`config.mk`:
```
export PLATFORM = sky130hd
export DESIGN_NAME = rr_mux41_flat
export DESIGN_NICKNAME = d
export VERILOG_FILES = /design/src/rtl/rr_mux41_if.sv /design/src/rtl/rr_mux41.sv /design/src/flat_wrapper.sv
export SDC_FILE = /design/constraint.sdc
export NUM_CORES = 1
export LEC_CHECK = 0
export ABC_CLOCK_PERIOD_IN_PS = 2270
export CORE_MARGIN = 2
export CORE_UTILIZATION = 34
export CTS_CLUSTER_SIZE = 25
export DETAILED_ROUTE_END_ITERATION = 10
export PLACE_DENSITY = 0.83
export SLEW_MARGIN = 10
export SYNTH_ARGS = -nofsm -noshare
export SYNTH_HDL_FRONTEND = slang
export SYNTH_SLANG_ARGS = --single-unit
```
`constraint.sdc`:
```
create_clock -name clk -period 2.27 [get_ports clk]
set_clock_uncertainty 0.05 [all_clocks]
set_input_delay 0.227 -clock clk [delete_from_list [all_inputs] [get_ports clk]]
set_output_delay 0.227 -clock clk [all_outputs]
set_load 0.03 [all_outputs]
```
`src/rtl/rr_mux41_if.sv`:
```
// rr_mux41_if: valid/ready bundle for the 4-to-1 round-robin merge
//   in_valid/in_data/in_ready : four source channels, channel k data at [k*WIDTH +: WIDTH]
//   out_valid/out_data/out_sel/out_ready : merged output word tagged with its source channel
//   master drives the sources and the output ready; slave is the merge block itself
interface rr_mux41_if #(parameter int WIDTH = 8);
  logic [3:0]         in_valid;
  logic [4*WIDTH-1:0] in_data;
  logic [3:0]         in_ready;
  logic               out_valid;
  logic [WIDTH-1:0]   out_data;
  logic [1:0]         out_sel;
  logic               out_ready;
  modport master (output in_valid, in_data, out_ready, input in_ready, out_valid, out_data, out_sel);
  modport slave (input in_valid, in_data, out_ready, output in_ready, out_valid, out_data, out_sel);
endinterface

```
`src/rtl/rr_mux41.sv`:
```
// rr_mux41: merges four valid/ready channels into one registered output, round-robin, tagged with source
//   clk : rising-edge clock
//   rst : synchronous active-high reset
//   bus : rr_mux41_if.slave (four input channels in, one tagged output channel out)
module rr_mux41 #(
  parameter int WIDTH = 8
) (
  input logic clk,
  input logic rst,
  rr_mux41_if.slave bus
);
  logic [1:0]       r_ptr;
  logic [1:0]       r_sel;
  logic             r_valid;
  logic [WIDTH-1:0] r_data;
  logic             w_load;
  logic             w_any;
  logic             w_xfer;
  logic [1:0]       w_g;
  assign w_load = !r_valid || bus.out_ready;
  // scan from the farthest offset down so the requester closest to r_ptr wins
  always_comb begin
    w_any = 1'b0;
    w_g = r_ptr;
    for (int i = 3; i >= 0; i--)
      if (bus.in_valid[r_ptr + 2'(i)]) begin
        w_any = 1'b1;
        w_g = r_ptr + 2'(i);
      end
  end
  assign w_xfer = !rst && w_load && w_any;
  assign bus.in_ready = w_xfer ? 4'b0001 << w_g : 4'b0000;
  always_ff @(posedge clk) begin
    if (rst) begin
      r_ptr <= 2'd0;
      r_sel <= 2'd0;
      r_valid <= 1'b0;
      r_data <= '0;
    end else if (w_xfer) begin
      r_data <= bus.in_data[32'(w_g) * WIDTH +: WIDTH];
      r_sel <= w_g;
      r_valid <= 1'b1;
      r_ptr <= w_g + 2'd1;
    end else if (bus.out_ready) begin
      r_valid <= 1'b0;
    end
  end
  assign bus.out_valid = r_valid;
  assign bus.out_data = r_data;
  assign bus.out_sel = r_sel;
endmodule

```
`src/flat_wrapper.sv`:
```
// flat-port wrapper written by rule: the top's interface ports become plain ports
module rr_mux41_flat 
#(
  parameter int WIDTH = 8
)
  (clk, rst, bus_in_valid, bus_in_data, bus_out_ready, bus_in_ready, bus_out_valid, bus_out_data, bus_out_sel);
  rr_mux41_if #(.WIDTH(WIDTH)) bus_i ();
  input logic clk;
  input logic rst;
  input wire logic [$bits(bus_i.in_valid)-1:0] bus_in_valid;
  input wire logic [$bits(bus_i.in_data)-1:0] bus_in_data;
  input wire logic [$bits(bus_i.out_ready)-1:0] bus_out_ready;
  output wire logic [$bits(bus_i.in_ready)-1:0] bus_in_ready;
  output wire logic [$bits(bus_i.out_valid)-1:0] bus_out_valid;
  output wire logic [$bits(bus_i.out_data)-1:0] bus_out_data;
  output wire logic [$bits(bus_i.out_sel)-1:0] bus_out_sel;
  assign bus_i.in_valid = bus_in_valid;
  assign bus_i.in_data = bus_in_data;
  assign bus_i.out_ready = bus_out_ready;
  assign bus_in_ready = bus_i.in_ready;
  assign bus_out_valid = bus_i.out_valid;
  assign bus_out_data = bus_i.out_data;
  assign bus_out_sel = bus_i.out_sel;
  rr_mux41 #(.WIDTH(WIDTH)) u_core (.clk(clk), .rst(rst), .bus(bus_i));
endmodule
```
# Word level (Yosys, flattened, before mapping)
# Cells that the tools add are included.
[totals]
reg_bits = 13
inputBits = 39
output_inout_bits = 15
[op_classes]
n_mux = 19
reduce_logical = 6
order_cmp = 4
shift = 2
addsub = 4
[op_table]
columns = ["cell", "count"]
rows = [
  ["$shiftx A32 B6 Y8", 1],
  ["$lt A2 B3 Y1 const B", 4],
  ["$mux W1", 10],
  ["$bmux W1 S2", 4],
  ["$mux W2", 4],
  ["$add A2 B1 Y2 const B", 2],
  ["$add A2 B2 Y2 const B", 2],
  ["$mux W4", 1],
  ["$shl A1 B2 Y4 const A", 1],
  ["$logic_and A1 B1 Y1", 2],
  ["$logic_not A1 Y1", 2],
  ["$reduce_bool A2 Y1", 1],
  ["$logic_or A1 B1 Y1", 1],
]

# Logic depth before layout (Yosys ltp)
# Gate-level depths: netlist of the first run.
[depth]
ltp_word = 9
ltp_mapped = 6
ltp_nobuf = 5

# Worst setup path before layout of the first run
# No wires, ideal clock.
[synth_timing]
path_type = "register to output"
start = "register u_core.r_ptr[1]"
end = "output bus_in_ready[0]"
arrival_time_ns = 1.762
path_stages_with_launch = 7
required_ns = 1.993
slack_ns = 0.231
cell_sequence = "dfxtp_1 > or3b_1 > o311ai_1 > o22a_1 > or3b_1 > buf_6 > nor2_1"
[synth_via]
elab_chain_len = 9
[synth_rtl]
columns = ["element", "line_no", "source"]
rows = [
  ["from (decl)", "rr_mux41.sv:12", "logic [1:0] r_ptr;"],
  ["from (signal assigned)", "rr_mux41.sv:43", "r_ptr <= w_g + 2'd1;"],
  ["$add A2 B2 Y2", "rr_mux41.sv:26, rr_mux41.sv:28", ""],
  ["$bmux W1 S2", "rr_mux41.sv:26", "if (bus.in_valid[r_ptr + 2'(i)]) begin"],
  ["$mux W1 (implied by the code)", "rr_mux41.sv:26", ""],
  ["$mux W2 or $mux W1 (tied branches) (4 in a row)", "rr_mux41.sv:26", ""],
  ["$shl A1 B2 Y4 or $logic_and A1 B1 Y1 (tied branches)", "rr_mux41.sv:32, rr_mux41.sv:31", ""],
  ["$mux W4 (*)", "rr_mux41.sv:32", "assign bus.in_ready = w_xfer ? 4'b0001 << w_g : 4'b0000;"],
  ["to (decl)", "flat_wrapper.sv:13", "output wire logic [$bits(bus_i.in_ready)-1:0] bus_in_ready;"],
]
# Every way passes the cells marked *; elsewhere a longest branch is shown, timed or not. The select of a mux whose other input is x is not followed.

# Worst setup path in the final report of the first run
[layout_timing]
start = "register u_core.r_ptr[1]"
end = "output bus_in_ready[1]"
# The elaborated chain is that of the path after synthesis.

==> results of run 1 <==
per-stage QoR:
stage / hold slack [ps] / area, um^2 / worst slack (ps) / power [W] / utilization, %
after floorplan: 246 / 756 / 231 / 0.000520 / -
after global placement: 395 / 1360 / 113 / 0.000706 / 63.5
after detailed placement: 399 / 1360 / 51.8 / 0.000717 / 63.5
after CTS: 427 / 1390 / 28.6 / 0.000861 / 64.8
after global routing: 349 / 1440 / 14.9 / 0.000933 / 66.8
final: 310 / 1440 / 138 / 0.000882 / 66.8
critical path, stage by stage, from the launching register on:
cell                       delay (ps)
sky130_fd_sc_hd__dfxtp_2          410
sky130_fd_sc_hd__or3b_4           160
sky130_fd_sc_hd__o311ai_1         100
sky130_fd_sc_hd__o22a_1           260
sky130_fd_sc_hd__or3b_4           400
sky130_fd_sc_hd__nor2_1           100
sky130_fd_sc_hd__buf_4            160
placed cells by master, fill, tap and decap left out, types with 2 or more instances in the layout:
| master | count |
|---|---|
| sky130_fd_sc_hd__a211oi_1 | 2 |
| sky130_fd_sc_hd__a21oi_1 | 2 |
| sky130_fd_sc_hd__buf_4 | 11 |
| sky130_fd_sc_hd__clkbuf_4 | 3 |
| sky130_fd_sc_hd__clkdlybuf4s50_1 | 47 |
| sky130_fd_sc_hd__dfxtp_1 | 12 |
| sky130_fd_sc_hd__dlymetal6s2s_1 | 2 |
| sky130_fd_sc_hd__inv_1 | 5 |
| sky130_fd_sc_hd__mux2i_1 | 18 |
| sky130_fd_sc_hd__nand2_1 | 9 |
| sky130_fd_sc_hd__nor2_1 | 10 |
| sky130_fd_sc_hd__o221ai_1 | 8 |
| sky130_fd_sc_hd__or3b_4 | 2 |
cell families after synthesis:
group | share of synthesized area (%)
compound gates | 20.5
xor+xnor | 1.16
buf+inv | 5.63
flops | 34.4
mux | 23.8
simple gates | 14.4
what timing repair did:
| item | CTS | global route |
|---|---|---|
| buffers inserted | 0 | 1 |
| endpoints found under the hold margin | 0 | 0 |
| gates resized for setup | 0 | 5 |
| endpoints found under the setup margin | 0 | 3 |
where the power goes:
group | switching [W] | internal (W) | total (W) | leakage (nW)
clock | 0.0000768 | 0.0000651 | 0.000142 | 0.0177
combinational | 0.000209 | 0.000241 | 0.000450 | 0.478
sequential | 0.0000248 | 0.000265 | 0.000290 | 0.108
total | 0.000311 | 0.000571 | 0.000882 | 0.604
layout make-up:
class	count	area [um^2]	share of cell area, %
Timing Repair Buffer	62	623	43.4
Clock inverter	1	5.00	0.349
Sequential cell	13	262	18.2
Clock buffer	3	22.5	1.57
Tap cell	28	35.0	2.44
Multi-Input combinational cell	62	469	32.7
Inverter	5	18.8	1.31
registers in the layout, indices dropped and copies added (netlist names):
| signal | count |
|---|---|
| u_core.bus.out_data | 8 |
| u_core.bus.out_sel | 2 |
| u_core.bus.out_valid | 1 |
| u_core.r_ptr | 2 |
cells in the mapped netlist:
cell,count,area (um^2)
sky130_fd_sc_hd__a211oi_1,2,15.0
sky130_fd_sc_hd__a21oi_1,2,10.0
sky130_fd_sc_hd__a21oi_2,1,8.76
sky130_fd_sc_hd__a221oi_2,1,15.0
sky130_fd_sc_hd__buf_2,1,5.00
sky130_fd_sc_hd__buf_4,1,7.51
sky130_fd_sc_hd__buf_6,1,11.3
sky130_fd_sc_hd__dfxtp_1,13,260
sky130_fd_sc_hd__inv_1,5,18.8
sky130_fd_sc_hd__mux2i_1,18,180
sky130_fd_sc_hd__nand2_1,9,33.8
sky130_fd_sc_hd__nand2b_1,1,6.26
sky130_fd_sc_hd__nand3b_1,1,7.51
sky130_fd_sc_hd__nor2_1,10,37.5
sky130_fd_sc_hd__nor4_1,1,6.26
sky130_fd_sc_hd__o21ai_0,1,5.00
sky130_fd_sc_hd__o221ai_1,8,70.1
sky130_fd_sc_hd__o22a_1,1,8.76
sky130_fd_sc_hd__o22ai_1,1,6.26
sky130_fd_sc_hd__o311ai_1,1,8.76
sky130_fd_sc_hd__o31ai_1,1,7.51
sky130_fd_sc_hd__or3b_1,2,17.5
sky130_fd_sc_hd__xnor2_1,1,8.76
per-layer routing:
layer | track usage (%) | share of wire [%] | vias to the layer above
met4 | 4.05 | 0.37 | 0
met2 | 37.0 | 58 | 24
met1 | 18.0 | 37 | 422
li1 | - | - | 436
met5 | 0 | 0 | -
met3 | 3.80 | 4.5 | 2
worst min-delay path by stage:
stage / from / to / slack, ps / cells after the start
final: bus_in_valid[2] / u_core.bus.out_valid / 310 / 3
after global routing: bus_in_valid[2] / u_core.bus.out_valid / 350 / 3
after floorplan: rst / u_core.bus.out_valid / 250 / 1
after global placement: u_core.bus.out_data[7] / u_core.bus.out_data[7] / 400 / 2
after detailed placement: u_core.bus.out_data[5] / u_core.bus.out_data[5] / 400 / 2
after CTS: u_core.bus.out_data[6] / u_core.bus.out_data[6] / 430 / 2
==> results.md, run 1 <==
- The via count of the first global-routing pass came to 886.
- The row count is 17.
- The leakage power is 0.604 nW.
- TritonCTS built the clock tree.
- The initial DRC count is 9.
- The filler cells instantiated in the layout total 193.
- The maximum clock frequency is 469 MHz.
- The number of max-cap violations is 0.
- The later-pin clock latency in the skew report is 270 ps.
- The clock input transition at the sequential cells of the worst setup and hold paths is 80 ps.
- At the worst endpoint, the required time is 1990 ps.
- The clock passes through at most 2 buffers.
- Yosys mapped the design onto 23 distinct sky130hd cell types.
- The worst path arrival time is 1850 ps.
- The number of cells on the worst reg-to-reg path is 7.
- The routability congestion estimate is a little under 0.7.
- The most critical setup path has its endpoint at bus_in_ready[1].
- The count of input and output buffers is 53.
- The number of standard cells in the final layout excluding fillers is roughly 170.
- The level count of the clock H-tree is 1.
- The proportion of layout cells with a drive suffix above 1 is between 15 and 20%.
- The endpoint of the worst-slack reg-to-reg timing path is u_core.bus.out_data[2].
- The total iterations of the first detailed-routing run is 3.
- Once detail routing completed, the nets flagged for antenna violations numbered 0.
- In this run the worst path has a maximum fanout of 6.
- Sequential cells were found to cover 34.4% of the synthesized design area.
- The die span in x is 51.1 um.
- Each instance of the synthesized netlist takes up on average 9.11 um^2.
- The peak ir drop on the vdd network is 0.000421 V.
- The overall via count from detail_route is around 880.
- The clock period minus final worst setup slack is between 2000 and 2500 ps.
- The clock tree root buffer cell is sky130_fd_sc_hd__clkbuf_4.
- The final global-route overflow total is 0.
- The die height is 51.1 um.
- Tracing the worst setup path back leads to its startpoint at u_core.r_ptr[1].
- The flow ran to the end, and the final reports show no timing, DRC or antenna violations.
- The sort of element at the end of the critical path is an output port.
- The wire length of the first global-routing pass is 3550 um.
- The full die area is 2620 um^2.
- The max-slew violation count is 0.
- The share of the clock period used by the worst path after layout is 93.9%.
- In the synthesized netlist, the number of instances is between 80 and 90.
- The final hold violation count is 0.
- The startpoint identified for the worst register-to-register timing path is u_core.r_ptr[0].
- In this run, synthesis produced a sequential element count of 13.
- The total setup violations reported at the end of the flow is 0.
- The path class of the tightest hold or removal check is input pin to flip-flop.
- The maximum number of pins on one net before global-route repair is 23.
- The slew of the pin with the lowest slew margin is about 450 ps.
- The cell area after synthesis is approximately 760 um^2.
- The critical path is of the flip-flop to output port type.
- The setup TNS is 0 ps.
- The average wire per cell in the routed design is 13.8 um.
- The sort of element at the start of the critical path is a flip-flop.
- In the routed design, unresolved DRC markers number 0.
- Once placement completed, the tool counted placed cells totaling about 170.
- The number of antenna violations at the first check in global routing is 0.
- The CTS buffer count is 3.
- During I/O placement, the number of pins put on the boundary was between 50 and 60.
- The area overhead of the layout relative to synthesis is 89.9%.
- Dividing the detail-routed via count by the number of cells gives roughly 5.1.
- The relative slew slack is 69.7%.
- Summed over all nets, the half-perimeter wirelength after detailed placement is 1860 um.
- The routed wire length is approximately 2400 um.
- Global routing used 18.1% of the available tracks.
- The tree built by TritonCTS fans out to 13 sinks.
- The number of warnings issued by yosys is 0.
- The count of hold buffers inserted by post-cts repair is 0.
- In this run the power density over the cells is 615 nW/um^2.
- The initial standard-cell utilization of the core is 35.2%.
- In the final design database the tool counted 186 nets.
- The placeable core area is approximately 2100 um^2.
- When the netlist entered floorplanning its net count stood at 122.
- The register-to-register setup slack is ~420 ps.
- Setup repair after global routing left no endpoint under its margin.
- The number of antenna diodes in the final layout is 0.
No activity file was read; power rests on OpenSTA's default activity.
==> run 2: changes to the inputs <==
--- a/config.mk
+++ b/config.mk
@@ -11,6 +11,7 @@
 export CTS_CLUSTER_SIZE = 25
 export DETAILED_ROUTE_END_ITERATION = 10
 export PLACE_DENSITY = 0.83
+export RECOVER_POWER = 25
 export SLEW_MARGIN = 10
 export SYNTH_ARGS = -nofsm -noshare
 export SYNTH_HDL_FRONTEND = slang
==> run 2 against run 1 <==
Against the previous run: die area unchanged; worst hold slack improved by 1.1 ps; sequential power hardly changed; register-to-register slack is essentially flat; design area unchanged; wire length shrank 0.17%; global-route usage did not move.
==> results.md, run 2 (synthesis gave the netlist of run 1 again) <==
- Registers are responsible for 33.0% of the overall power.
- The clock group share of total power is 16.2%.
- Using the TritonRoute via totals, the vias-per-cell ratio works out to 5.07.
- The switching power is 0.000310 W.
- After filler insertion, the fill cell instance count of the layout stands at 193.
- The area growth from synthesis to layout is 89.9%.
- The region available for standard cell placement spans 2150 um^2.
- The register with the most flip-flops in the layout has 8 of them.
- 54 I/O pins were placed.
- The cell type of the slowest stage on the worst timing path is sky130_fd_sc_hd__dlygate4sd3_1.
- Once detail routing completed, the nets flagged for antenna violations numbered 0.
- The sort of element at the end of the critical path is an output port.
- The clock period minus final worst setup slack is between 2000 and 2500 ps.
- In this run the worst path has a maximum fanout of 11.
- The number of antenna violations at the first check in global routing is 0.
- The initial DRC count is 8.
- The internal portion of the total power is ~0.00057 W.
- For this run, the detailed router's first-pass iteration total came to 3.
- The run finished with clean final reports.
- The routability congestion estimate is 0.677.
- The number of placed instances, taps included, is ~170.
- For this run, the slowest stage of the critical path takes 620 ps.
- The die covers 2620 um^2.
- Setup repair after global routing left no endpoint under its margin.
- The CTS buffer count is 3.
- STA classifies the critical path startpoint as an input pin.
- Global routing used 18.1% of the available tracks across all layers.
- In the routed design, unresolved DRC markers number 0.
- Dividing total power by cell area gives a power density of 610 nW/um^2.
- The overall via count from detail_route is 883.
- Across all setup checks in the final design, the least slack found is 108 ps.
- The total half-perimeter wirelength after legalization and detailed placement is 1860 um.
- At the placement stage, the worst setup path has a slack of 51.8 ps.
- The maximum number of pins on one net before global-route repair is 23.
- Walking the worst path, the cells encountered are dlygate4sd3_1, o21ai_0, a221oi_4, buf_12, inv_1, nor2_1, buf_4.
- The number of buffer and inverter stages on the critical path is 4.
- The final net count is 186.
- The post-route netlist has 15.1% of its cells at a drive strength greater than 1.
- Of the total power, the share spent switching nets is 35.4%.
- Clock-pin slew was measured on the worst setup and hold paths at 80 ps.
- The via count of the first global-routing pass is 886.
- The final hold violation count came to 0.
- Summed over all failing endpoints, the final setup total negative slack is 0 ps.
- The die span in x is around 51 um.
- The cell family contributing the most delay on the critical path is buffers and inverters.
- The level count of the clock H-tree is 1.
- The total setup violations reported at the end of the flow is 0.
- The final standard cell area without fillers is 1440 um^2.
- The max-slew violation count came to 0.
- The total clock sinks is 13.
- After detailed routing, the average wire length per cell comes to 13.8 um.
- The largest buffer count on any clock path is 2.
- Row generation in the floorplan step produced 17 rows.
- At the pin with the least slew margin, the transition time is 454 ps.
- Of the total power, combinational logic draws 50.8%.
- After the flow finishes, the layout carries non-filler instances totaling ~170.
- The final critical path takes up 95.3% of the cycle.
- The placed instances occupy a cell area of 1360 um^2.
- The count of hold buffers inserted by post-cts repair is 0.
- The classification of the worst-slack hold path is input pin to flip-flop.
- The antenna diode count is 0.
- Clock latency on the worst-skew pair, taken at its later pin, is roughly 270 ps.
- Summed over all cells, the static leakage comes to 0.619 nW.
- The endpoint required time on the critical path is around 2000 ps.
- The peak ir drop on the vdd network is 0.000420 V.
- The top cell types in the final layout, fill and taps aside, are sky130_fd_sc_hd__clkdlybuf4s50_1 (40), sky130_fd_sc_hd__mux2i_1 (18), sky130_fd_sc_hd__dfxtp_1 (12).
- The relative slew slack is 69.5%.
- The count of input and output buffers is 53.
- After global routing the overflow that remains totals 0.
- The worst path arrival time is 1890 ps.
- In this run the vertical extent of the chip is between 50 and 60 um.
- For this configuration, the core starts out at a cell density of 35.2%.
- The clock tree root buffer cell is sky130_fd_sc_hd__clkbuf_4.
- For this block, the routed nets add up to approximately 2400 um of wire.
- The library cell used most frequently in the layout, excluding fill and tap cells, is sky130_fd_sc_hd__clkdlybuf4s50_1.
- By startpoint and endpoint, the worst setup path is classified as input pin to output port.
- The clock tree from TritonCTS is done.
- For this run, the top clock speed supported by timing is 462 MHz.
- The number of max-cap violations is 0.
- The wire length of the first global-routing pass is 3550 um.
## run 2: worst min-delay path, delay by kind of cell
| family | cells | cell delay [ps] |
|---|---|---|
| AOI/OAI and AO/OA | 1 | 130 |
| buffers and inverters | 1 | 140 |
| and+or+nand+nor | 1 | 100 |
## run 2: metal layers
metal,routed length [um],vias up,share of wire (%),global-route usage (%)
li1,-,436,-,-
met1,887,421,37,18.0
met2,1390,24,58,37.0
met3,114,2,4.8,3.80
met4,9,0,0.38,4.05
met5,0,-,0,0
## run 2: final cells by class
class / count / area [um^2] / area share [%]
Timing Repair Buffer: 62 / 623 / 43.4
Multi-Input combinational cell: 62 / 469 / 32.7
Sequential cell: 13 / 262 / 18.2
Tap cell: 28 / 35.0 / 2.44
Clock buffer: 3 / 22.5 / 1.57
Inverter: 5 / 18.8 / 1.31
Clock inverter: 1 / 5.00 / 0.349
## run 2: through the flow
stage	hold slack (ps)	total power, W	utilization [%]
after floorplan	246	0.000520	-
after global placement	395	0.000706	63.5
after detailed placement	399	0.000717	63.5
after CTS	427	0.000861	64.8
after global routing	349	0.000926	66.8
final	311	0.000875	66.8
## run 2: path summary, 6_finish.rpt
path / startpoint / to / slack [ps] / cells past startpoint
min reg2reg: u_core.bus.out_data[6] / u_core.bus.out_data[6] / 420 / 2
max reg2reg: u_core.r_ptr[0] / u_core.bus.out_data[2] / 420 / 7
min: bus_in_valid[2] / u_core.bus.out_valid / 310 / 3
max: bus_in_valid[3] / bus_in_ready[3] / 110 / 7
## run 2: power by group through the flow
stage | Clock (W) | Sequential (W) | Combinational [W]
floorplan | 0 | 0.000349 | 0.000172
global placement | 0 | 0.000292 | 0.000414
detailed placement | 0 | 0.000293 | 0.000424
CTS | 0.000147 | 0.000289 | 0.000426
global route | 0.000160 | 0.000294 | 0.000473
finish | 0.000142 | 0.000289 | 0.000444
## run 2: timing repair
action                     4_1_cts  5_1_grt
setup endpoints to repair        0        3
buffers inserted                 0        1
resized for setup                0        5
==> run 3: changes to the inputs <==
--- a/config.mk
+++ b/config.mk
@@ -6,7 +6,7 @@
 export NUM_CORES = 1
 export LEC_CHECK = 0
 export ABC_CLOCK_PERIOD_IN_PS = 2270
-export CORE_MARGIN = 2
+export CORE_MARGIN = 8
 export CORE_UTILIZATION = 34
 export CTS_CLUSTER_SIZE = 25
 export DETAILED_ROUTE_END_ITERATION = 10
==> run 3 against run 2 <==
Against the previous run: maximum frequency down 0.41%; combinational power about the same; total power up 0.28%; wire length up 12%; largest cell class unchanged; highest routed layer unchanged.
==> results.md, run 3 (synthesis gave the netlist of run 1 again) <==
- The flow ran to the end, and the final reports show no timing, DRC or antenna violations.
- The library cells used most frequently in the layout, excluding fill and tap cells, are sky130_fd_sc_hd__clkdlybuf4s50_1 (42), sky130_fd_sc_hd__mux2i_1 (18), sky130_fd_sc_hd__dfxtp_1 (12).
- Walking the worst path, the cells encountered are clkdlybuf4s50_1, or3b_4, o311ai_1, o22a_1, or3b_4, nor2_1, buf_4.
- For this run, the slowest stage of the critical path takes 500 ps.
- The routed wire length is 2690 um.
- The number of cells on the worst reg-to-reg path is 7.
- Global routing used 12.9% of the available tracks across all layers.
- The worst pin sits at a relative slew slack of a little over two thirds.
- The final hold violation count is 0.
- The number of clock buffers added by TritonCTS is 3.
- The count of hold buffers inserted by post-cts repair is 0.
- At the worst endpoint, the required time is 1990 ps.
- For the final routed database, the setup TNS stands at 0 ps.
- After detailed routing, the average wire length per cell comes to 15.4 um.
- The antenna diode count is 0.
- The clock input transition at the sequential cells of the worst setup and hold paths is 70 ps.
- The via count of the first global-routing pass is about 930.
- The worst hold margin is between 300 and 400 ps.
- Across the VDD grid, the largest voltage drop is 0.000339 V.
- The max-slew violation count came to 0.
- The number of placed I/O pins is between 50 and 60.
- After routing the design area is around 1400 um^2.
- The number of instances on the worst hold path is 3.
- In this run the vertical extent of the chip is 63.1 um.
- Using the TritonRoute via totals, the vias-per-cell ratio works out to between 5 and 6.
- Data arrives at the worst endpoint at approximately 1900 ps.
- The clock net in this run drives a total of 13 sinks.
- The die span in x is 63.1 um.
- The slowest stage of the critical path belongs to the cell sky130_fd_sc_hd__clkdlybuf4s50_1.
- The number of standard cells in the final layout excluding fillers is 174.
- Of all nets on the critical path, the largest fanout is 3.
- The initial standard-cell utilization of the core is between 30% and 40%.
- The post-detailed-route count of antenna-violating nets is 0.
- The initial DRC count is 14.
- The clock reaches the later pin of the worst-skew pair after approximately 260 ps.
- The placeable core area is 2150 um^2.
- The post-route netlist has 14.4% of its cells at a drive strength greater than 1.
- The slew of the pin with the lowest slew margin is 438 ps.
- The routability congestion estimate is 0.730.
- The largest buffer count on any clock path is 2.
- The wire length of the first global-routing pass is 4350 um.
- The leading cell type in the layout, fill and taps excluded is sky130_fd_sc_hd__clkdlybuf4s50_1.
- Of the available clock period, the critical path in the final layout requires approximately 96%.
- The overall via count from detail_route is 880.
- In this run the cell area measured after placement is around 1400 um^2.
- Counting I/O delays and the setup requirement, the final critical path takes approximately 2200 ps.
- Summed over all cells, the static leakage comes to 0.607 nW.
- Setup repair after global routing left no endpoint under its margin.
- The sort of element at the start of the critical path is an input pin.
- The area overhead of the layout relative to synthesis is 89.4%.
- The total iterations of the first detailed-routing run is 4.
- The floorplan step defined a die boundary enclosing 3990 um^2.
- The total half-perimeter wirelength after legalization and detailed placement is 2140 um.
- The final routed DRC violation total is 0.
- The number of antenna violations at the first check in global routing was 0.
- The number of placed instances, taps included, is 168.
- The final core utilization is 66.6%.
- The final global-route overflow total is 0.
- Buffers placed on the I/O ports in this run total 53.
- The areal power density over the cells is 613 nW/um^2.
- The type of the worst setup path is input pin to output port.
- Setup violations remaining at the end of the flow were counted as 0.
- Among the stages of the critical path, the cell type that occurs most often is sky130_fd_sc_hd__or3b_4.
- After the last flow step, the layout net total stands at 186.
- Timing would allow up to 461 MHz.
- The level count of the clock H-tree is 1.
- The maximum number of pins on one net before global-route repair is 23.
- The clock tree from TritonCTS is done.
- Row generation in the floorplan step produced 17 rows.
- The tool flagged a number of max-cap violations equal to 0.
- The sort of element at the end of the critical path is an output port.
- The classification of the worst-slack hold path is input pin to flip-flop.
- The register with the most flip-flops in the layout has 8 of them.
- The tree is rooted in a sky130_fd_sc_hd__clkbuf_4.
-- run 3: metrics by stage --
stage / total power [W] / setup WS, ps
finish: 0.000877 / 98.8
global route: 0.000930 / 7.05
CTS: 0.000862 / 35.2
detailed placement: 0.000718 / 50.1
global placement: 0.000708 / 126
floorplan: 0.000520 / 231
-- run 3: repair_timing --
item,4_1_cts,5_1_grt
endpoints found under the setup margin,0,4
resized for setup,0,4
setup buffers,0,1
-- run 3: worst max-delay path, delay by kind of cell --
kind	cells	cell delay (ps)
AND/OR/NAND/NOR	3	660
AO/OA/AOI/OAI	2	340
buffers and inverters	2	670
-- run 3: final timing paths --
check	to	start	slack (ps)
max	bus_in_ready[1]	bus_in_valid[1]	100
min	u_core.bus.out_valid	bus_in_valid[2]	330
max reg2reg	u_core.bus.out_data[3]	u_core.r_ptr[0]	440
min reg2reg	u_core.bus.out_data[1]	u_core.bus.out_data[1]	420
-- run 3: final cells by class --
class	count	area, um^2
Clock buffer	4	26.3
Sequential cell	13	262
Inverter	5	18.8
Multi-Input combinational cell	62	469
Timing Repair Buffer	62	621
Fill cell	179	717
Tap cell	28	35.0
-- run 3: power by group --
part	total (W)	internal, W	switching (W)
Clock	0.000141	0.0000679	0.0000733
Combinational	0.000447	0.000235	0.000211
Sequential	0.000289	0.000265	0.0000242
Total	0.000877	0.000568	0.000309
-- run 3: layer usage --
| layer | vias up | global-route usage, % | wire length, um |
|---|---|---|---|
| met2 | 27 | 24.8 | 1470 |
| met4 | 0 | 5.13 | 26 |
| li1 | 435 | - | - |
| met5 | - | 0 | 0 |
| met1 | 416 | 12.4 | 1020 |
| met3 | 2 | 3.71 | 173 |
